## config.mk

```make
export PLATFORM = sky130hd
export DESIGN_NAME = mem_arbiter
export DESIGN_NICKNAME = d
export VERILOG_FILES = /design/src/rtl/mem_arbiter.sv
export SDC_FILE = /design/constraint.sdc
export NUM_CORES = 1
export LEC_CHECK = 0
export CORE_UTILIZATION = 30
export CTS_CLUSTER_SIZE = 12
export DETAILED_ROUTE_END_ITERATION = 6
export GPL_ROUTABILITY_DRIVEN = 0
export GPL_TIMING_DRIVEN = 0
export PLACE_DENSITY = 0.76
export SYNTH_ARGS = -nofsm -noshare
export SYNTH_HDL_FRONTEND = slang
export SYNTH_SLANG_ARGS = --single-unit
export TNS_END_PERCENT = 100
```

## constraint.sdc

```tcl
create_clock -name clk -period 1.75 [get_ports clk]
set_input_delay 0.35 -clock clk [delete_from_list [all_inputs] [get_ports clk]]
set_output_delay 0.35 -clock clk [all_outputs]
set_load 0.01 [all_outputs]
```

## src/rtl/mem_arbiter.sv

```systemverilog
// mem_arbiter: shares one single-port memory between instruction fetch
// and the load/store unit, with alternating fairness and a wait timeout.
module mem_arbiter #(
   parameter int TIMEOUT = 16
) (
   input  logic        clk,
   input  logic        rst,
   input  logic        if_req,
   input  logic [31:0] if_addr,
   output logic [31:0] if_rdata,
   output logic        if_ack,
   input  logic        ls_req,
   input  logic        ls_we,
   input  logic [3:0]  ls_bmask,
   input  logic [31:0] ls_addr,
   input  logic [31:0] ls_wdata,
   output logic [31:0] ls_rdata,
   output logic        ls_ack,
   output logic        mem_req,
   output logic        mem_we,
   output logic [3:0]  mem_bmask,
   output logic [31:0] mem_addr,
   output logic [31:0] mem_wdata,
   input  logic [31:0] mem_rdata,
   input  logic        mem_ready,
   output logic        stall_if,
   output logic        stall_mem,
   output logic        err
);

   typedef enum logic [1:0] {
      S_IDLE,
      S_IF,
      S_LS
   } state_t;

   localparam logic [7:0] LP_LAST = 8'(TIMEOUT - 1);

   state_t      r_state;
   state_t      w_next;
   logic        r_last_ls;
   logic [7:0]  r_cnt;
   logic        r_we;
   logic [3:0]  r_bmask;
   logic [31:0] r_addr;
   logic [31:0] r_wdata;
   logic        r_if_ack;
   logic        r_ls_ack;
   logic [31:0] r_if_rdata;
   logic [31:0] r_ls_rdata;
   logic        r_err;

   logic        w_acc;
   logic        w_if_elig;
   logic        w_ls_elig;
   logic        w_gnt_ls;
   logic        w_gnt_if;
   logic        w_done;
   logic        w_tmo;

   // A requester whose ack is high this cycle is not eligible again yet.
   assign w_acc     = (r_state != S_IDLE);
   assign w_if_elig = if_req & ~r_if_ack;
   assign w_ls_elig = ls_req & ~r_ls_ack;
   assign w_gnt_ls  = w_ls_elig & (~w_if_elig | ~r_last_ls);
   assign w_gnt_if  = w_if_elig & ~w_gnt_ls;
   assign w_done    = w_acc & mem_ready;
   assign w_tmo     = w_acc & ~mem_ready & (r_cnt == LP_LAST);

   // State register.
   always_ff @(posedge clk) begin
      if (rst) begin
         r_state <= S_IDLE;
      end else begin
         r_state <= w_next;
      end
   end

   // Next-state: grant from IDLE, return on completion or timeout.
   always_comb begin
      w_next = r_state;
      unique case (r_state)
         S_IDLE: begin
            if (w_gnt_ls) begin
               w_next = S_LS;
            end else if (w_gnt_if) begin
               w_next = S_IF;
            end
         end
         S_IF, S_LS: begin
            if (w_done || w_tmo) begin
               w_next = S_IDLE;
            end
         end
         default: w_next = S_IDLE;
      endcase
   end

   // Memory command strobes are only live during an access.
   always_comb begin
      mem_req = w_acc;
      mem_we  = w_acc & r_we;
   end

   // Command latch, wait counter, acks, read data and sticky error.
   always_ff @(posedge clk) begin
      if (rst) begin
         r_last_ls  <= 1'b0;
         r_cnt      <= 8'd0;
         r_we       <= 1'b0;
         r_bmask    <= 4'h0;
         r_addr     <= 32'h0;
         r_wdata    <= 32'h0;
         r_if_ack   <= 1'b0;
         r_ls_ack   <= 1'b0;
         r_if_rdata <= 32'h0;
         r_ls_rdata <= 32'h0;
         r_err      <= 1'b0;
      end else begin
         r_if_ack <= 1'b0;
         r_ls_ack <= 1'b0;
         if (r_state == S_IDLE) begin
            r_cnt <= 8'd0;
            if (w_gnt_ls) begin
               r_addr    <= ls_addr;
               r_we      <= ls_we;
               r_bmask   <= ls_bmask;
               r_wdata   <= ls_wdata;
               r_last_ls <= 1'b1;
            end else if (w_gnt_if) begin
               r_addr    <= if_addr;
               r_we      <= 1'b0;
               r_bmask   <= 4'hF;
               r_wdata   <= 32'h0;
               r_last_ls <= 1'b0;
            end
         end else if (w_done) begin
            if (r_state == S_IF) begin
               r_if_ack   <= 1'b1;
               r_if_rdata <= mem_rdata;
            end else begin
               r_ls_ack <= 1'b1;
               if (!r_we) begin
                  r_ls_rdata <= mem_rdata;
               end
            end
         end else if (w_tmo) begin
            r_err <= 1'b1;
            if (r_state == S_IF) begin
               r_if_ack   <= 1'b1;
               r_if_rdata <= 32'h0;
            end else begin
               r_ls_ack   <= 1'b1;
               r_ls_rdata <= 32'h0;
            end
         end else begin
            r_cnt <= r_cnt + 8'd1;
         end
      end
   end

   assign mem_bmask = r_bmask;
   assign mem_addr  = r_addr;
   assign mem_wdata = r_wdata;
   assign if_ack    = r_if_ack;
   assign ls_ack    = r_ls_ack;
   assign if_rdata  = r_if_rdata;
   assign ls_rdata  = r_ls_rdata;
   assign err       = r_err;
   assign stall_if  = if_req & ~r_if_ack;
   assign stall_mem = ls_req & ~r_ls_ack;

endmodule
```

==> impl_metrics.env <==
export IMPL_status="finished with violations"
export IMPL_violations="setup timing"
export IMPL_power_frac_seq_pct=33.0
export IMPL_final_cells=1047
export IMPL_powerDensity_nw_per_um2=1460
export IMPL_finalHoldViolCount=0
export IMPL_synth_common_cells="dfxtp_1, nor2_1, a22o_1, a22oi_1, mux2i_1"
export IMPL_root_buffer="clkbuf_16"
export IMPL_regToRegSetupSlack_ns=-0.16
export IMPL_critPathLaunchType="register"
export IMPL_fmax_ghz=0.524
export IMPL_final_util_pct=53.8
export IMPL_synth_area_um2=5300
export IMPL_critPathMaxFanout=10
export IMPL_nNetsFinal=953
export IMPL_post_drt_via_cell_ratio=4.88
export IMPL_dr_first_iter_drc_count=210
export IMPL_yosys_warnings=0
export IMPL_synth_edf_count=0
export IMPL_clk_insertion_delay_late_ns=0.42
export IMPL_die_h_um=135
export IMPL_fin_area_um2=9310
export IMPL_crit_path_end_kind="register"
export IMPL_synth_compound_area_share_pct=23.1
export IMPL_netSwitchingFraction_pct=32.4
export IMPL_maxSlewViolCount=0
export IMPL_grt_max_degree=17
export IMPL_pin_count=277
export IMPL_seq_area_frac_synth_pct=55.6
export IMPL_slowest_stage="or4_4"
export IMPL_dr_total_vias=5106
export IMPL_pre_cts_ws_ns=-0.916
export IMPL_placed_area_um2=8370
export IMPL_cts_buffers_inserted=17
export IMPL_crit_arrival_ns=2.21
export IMPL_async_reset_ff_share_pct=0
export IMPL_syn_to_final_growth_pct=75.6
export IMPL_rsz0062_at_grt="yes"
export IMPL_cts_tree="yes"
export IMPL_synth_area_leaders="dfxtp_1, a22o_1, mux2i_1, nor2_1, a22oi_1"
export IMPL_fp_dieW_um=135
export IMPL_pwr_share_comb_pct=40.0
export IMPL_antenna_left=0
export IMPL_synth_nets=642
export IMPL_clockBufferDepth=2
export IMPL_synthDistinctLibCells=44
export IMPL_grtUsageTotal_pct=18.9
export IMPL_path_cells="or4_4 > o41ai_4 > a21oi_4 > buf_6 > a22o_1"
export IMPL_synth_xor_area_share_pct=0.496
export IMPL_layout_drive_gt1_share_pct=13.0
export IMPL_synth_top_flop_cell="dfxtp_1"
export IMPL_synth_top_cell_area_share_pct=55.6
export IMPL_drt_pass1_iter_count=4
export IMPL_grt_pass1_wl_um=26500
export IMPL_hold_slack_ns=0.469
export IMPL_antenna_found_initial=0
export IMPL_maxCapViolCount=0
export IMPL_p_int_mw=9.18
export IMPL_rows=48
export IMPL_drc=0
export IMPL_clock_sinks=147
export IMPL_yosysMostFrequentCell="dfxtp_1"
export IMPL_wirelength_um=17200
export IMPL_vdd_ir_drop_max_mv=0.890
export IMPL_avgSynthCellArea_um2=10.6
export IMPL_synth_seq_cells=147
export IMPL_start_util_pct=30.6
export IMPL_synthAdderAreaFrac_pct=0.709
export IMPL_power_leakage_nw=3.66
export IMPL_fin_crit_sh_pct=109
export IMPL_wire_per_inst_um=16.5
export IMPL_required_ns=2.05
export IMPL_port_buffers=276
export IMPL_synth_simple_gate_area_share_pct=9.73
export IMPL_min_period_ns=1.91
export IMPL_final_setup_viol_count=65
export IMPL_power_switching_mw=4.40
export IMPL_cts_htree_levels=4
export IMPL_worstMarginPinSlew_ns=0.537
export IMPL_p_clk_share_pct=27.0
export IMPL_post_dp_hpwl_um=12300
export IMPL_setup_worst_path_class="reg2reg"
export IMPL_coreArea_um2=17300
export IMPL_finalWorstSetupSlack_ns=-0.158
export IMPL_clkTransAtPathRegs_ns=0.06
export IMPL_grt_overflow=0
export IMPL_critPathMaxStageDelay_ns=0.58
export IMPL_grt_pass1_vias=5188
export IMPL_synth_top_family_by_area="compound AO/OA/AOI/OAI gates"
export IMPL_num_antenna_cells=0
export IMPL_relSlewSlack_pct=64.2
export IMPL_yosysTopAreaCell="dfxtp_1"
export IMPL_synthCells=501
export IMPL_dp_cells=1002
export IMPL_hold_class="reg2reg"
export IMPL_synth_mux_area_share_pct=6.24
export IMPL_die_area_um2=18200
export IMPL_fin_skew_ns=0.00677
[state kept, by name (all words and copies together) (netlist names)]
name,flops
r_last_ls,1
r_we,1
r_state,2
ls_rdata,32
mem_addr,32
ls_ack,1
err,1
mem_wdata,32
mem_bmask,4
r_cnt,8
if_ack,1
if_rdata,32
[critical path: cells and delay by family, from the launching register on]
family	cells	cell delay [ns]
AOI/OAI and AO/OA	3	0.71
and+or+nand+nor	1	0.58
DFF	1	0.32
buffers and inverters	1	0.18
[final cells by class]
cell class / count / area (um2)
Clock inverter: 9 / 131
Tap cell: 225 / 282
Sequential cell: 147 / 2950
Fill cell: 1526 / 7990
Timing Repair Buffer: 293 / 2920
Multi-Input combinational cell: 308 / 2230
Inverter: 6 / 37.5
Buffer: 39 / 297
Clock buffer: 20 / 457
[cell usage in the layout (no fill, tap or decap), drive strengths merged, types with 3 or more instances in the layout]
master	count
nand3	4
mux2i	33
a211oi	33
a22oi	33
and3	3
clkbuf	44
dfxtp	147
clkdlybuf4s50	270
buf	36
o21ai	7
xor2	3
nand2b	5
nand2	3
ha	3
inv	6
bufinv	3
a21oi	7
clkinvlp	3
clkinv	3
nor3	9
nor2	80
a22o	65
[final timing paths]
kind,from,to,cells after the start
setup / recovery,r_cnt[7]$_SDFFE_PP0P_,ls_rdata[26]$_SDFFE_PP0P_,5
hold reg to reg,if_rdata[10]$_SDFFE_PP0P_,if_rdata[10]$_SDFFE_PP0P_,1
hold / removal,if_rdata[10]$_SDFFE_PP0P_,if_rdata[10]$_SDFFE_PP0P_,1
setup reg to reg,r_cnt[7]$_SDFFE_PP0P_,ls_rdata[26]$_SDFFE_PP0P_,5
[power groups by stage]
stage	logic, mW	registers, mW	clock network [mW]
floorplan	2.15	4.82	0
finish	5.43	4.48	3.67
global placement	4.80	4.51	0
detailed placement	4.84	4.53	0
CTS	5.18	4.48	3.73
global route	5.86	4.57	3.87
[metal layers]
metal	wire length, um	track usage, %	vias to the layer above
li1	-	-	2467
met1	6950	20.6	2403
met2	8490	33.0	212
met3	1450	7.47	24
met4	334	7.05	0
met5	0	0	-
[logic make-up after synthesis]
group,count (synthesis)
flops,147
xor+xnor,3
buf+inv,46
simple gates,116
mux,33
compound gates,153
fa+ha+maj,3
[per-stage QoR]
step	setup TNS, ns	total power, mW
after detailed placement	-86.24	9.37
after CTS	-6.25	13.4
final	-6.82	13.6
after global routing	-10.30	14.3
after global placement	-82.21	9.30
after floorplan	-0.136	6.97
[repair_timing]
action	4_1_cts	5_1_grt
pin swaps	2	3
resized for setup	61	34
hold endpoints to repair	0	0
setup buffers	11	2
hold buffers	0	0
setup endpoints to repair	140	136
gates cloned	4	0
Note: power is estimated with default switching activity, not from simulation.
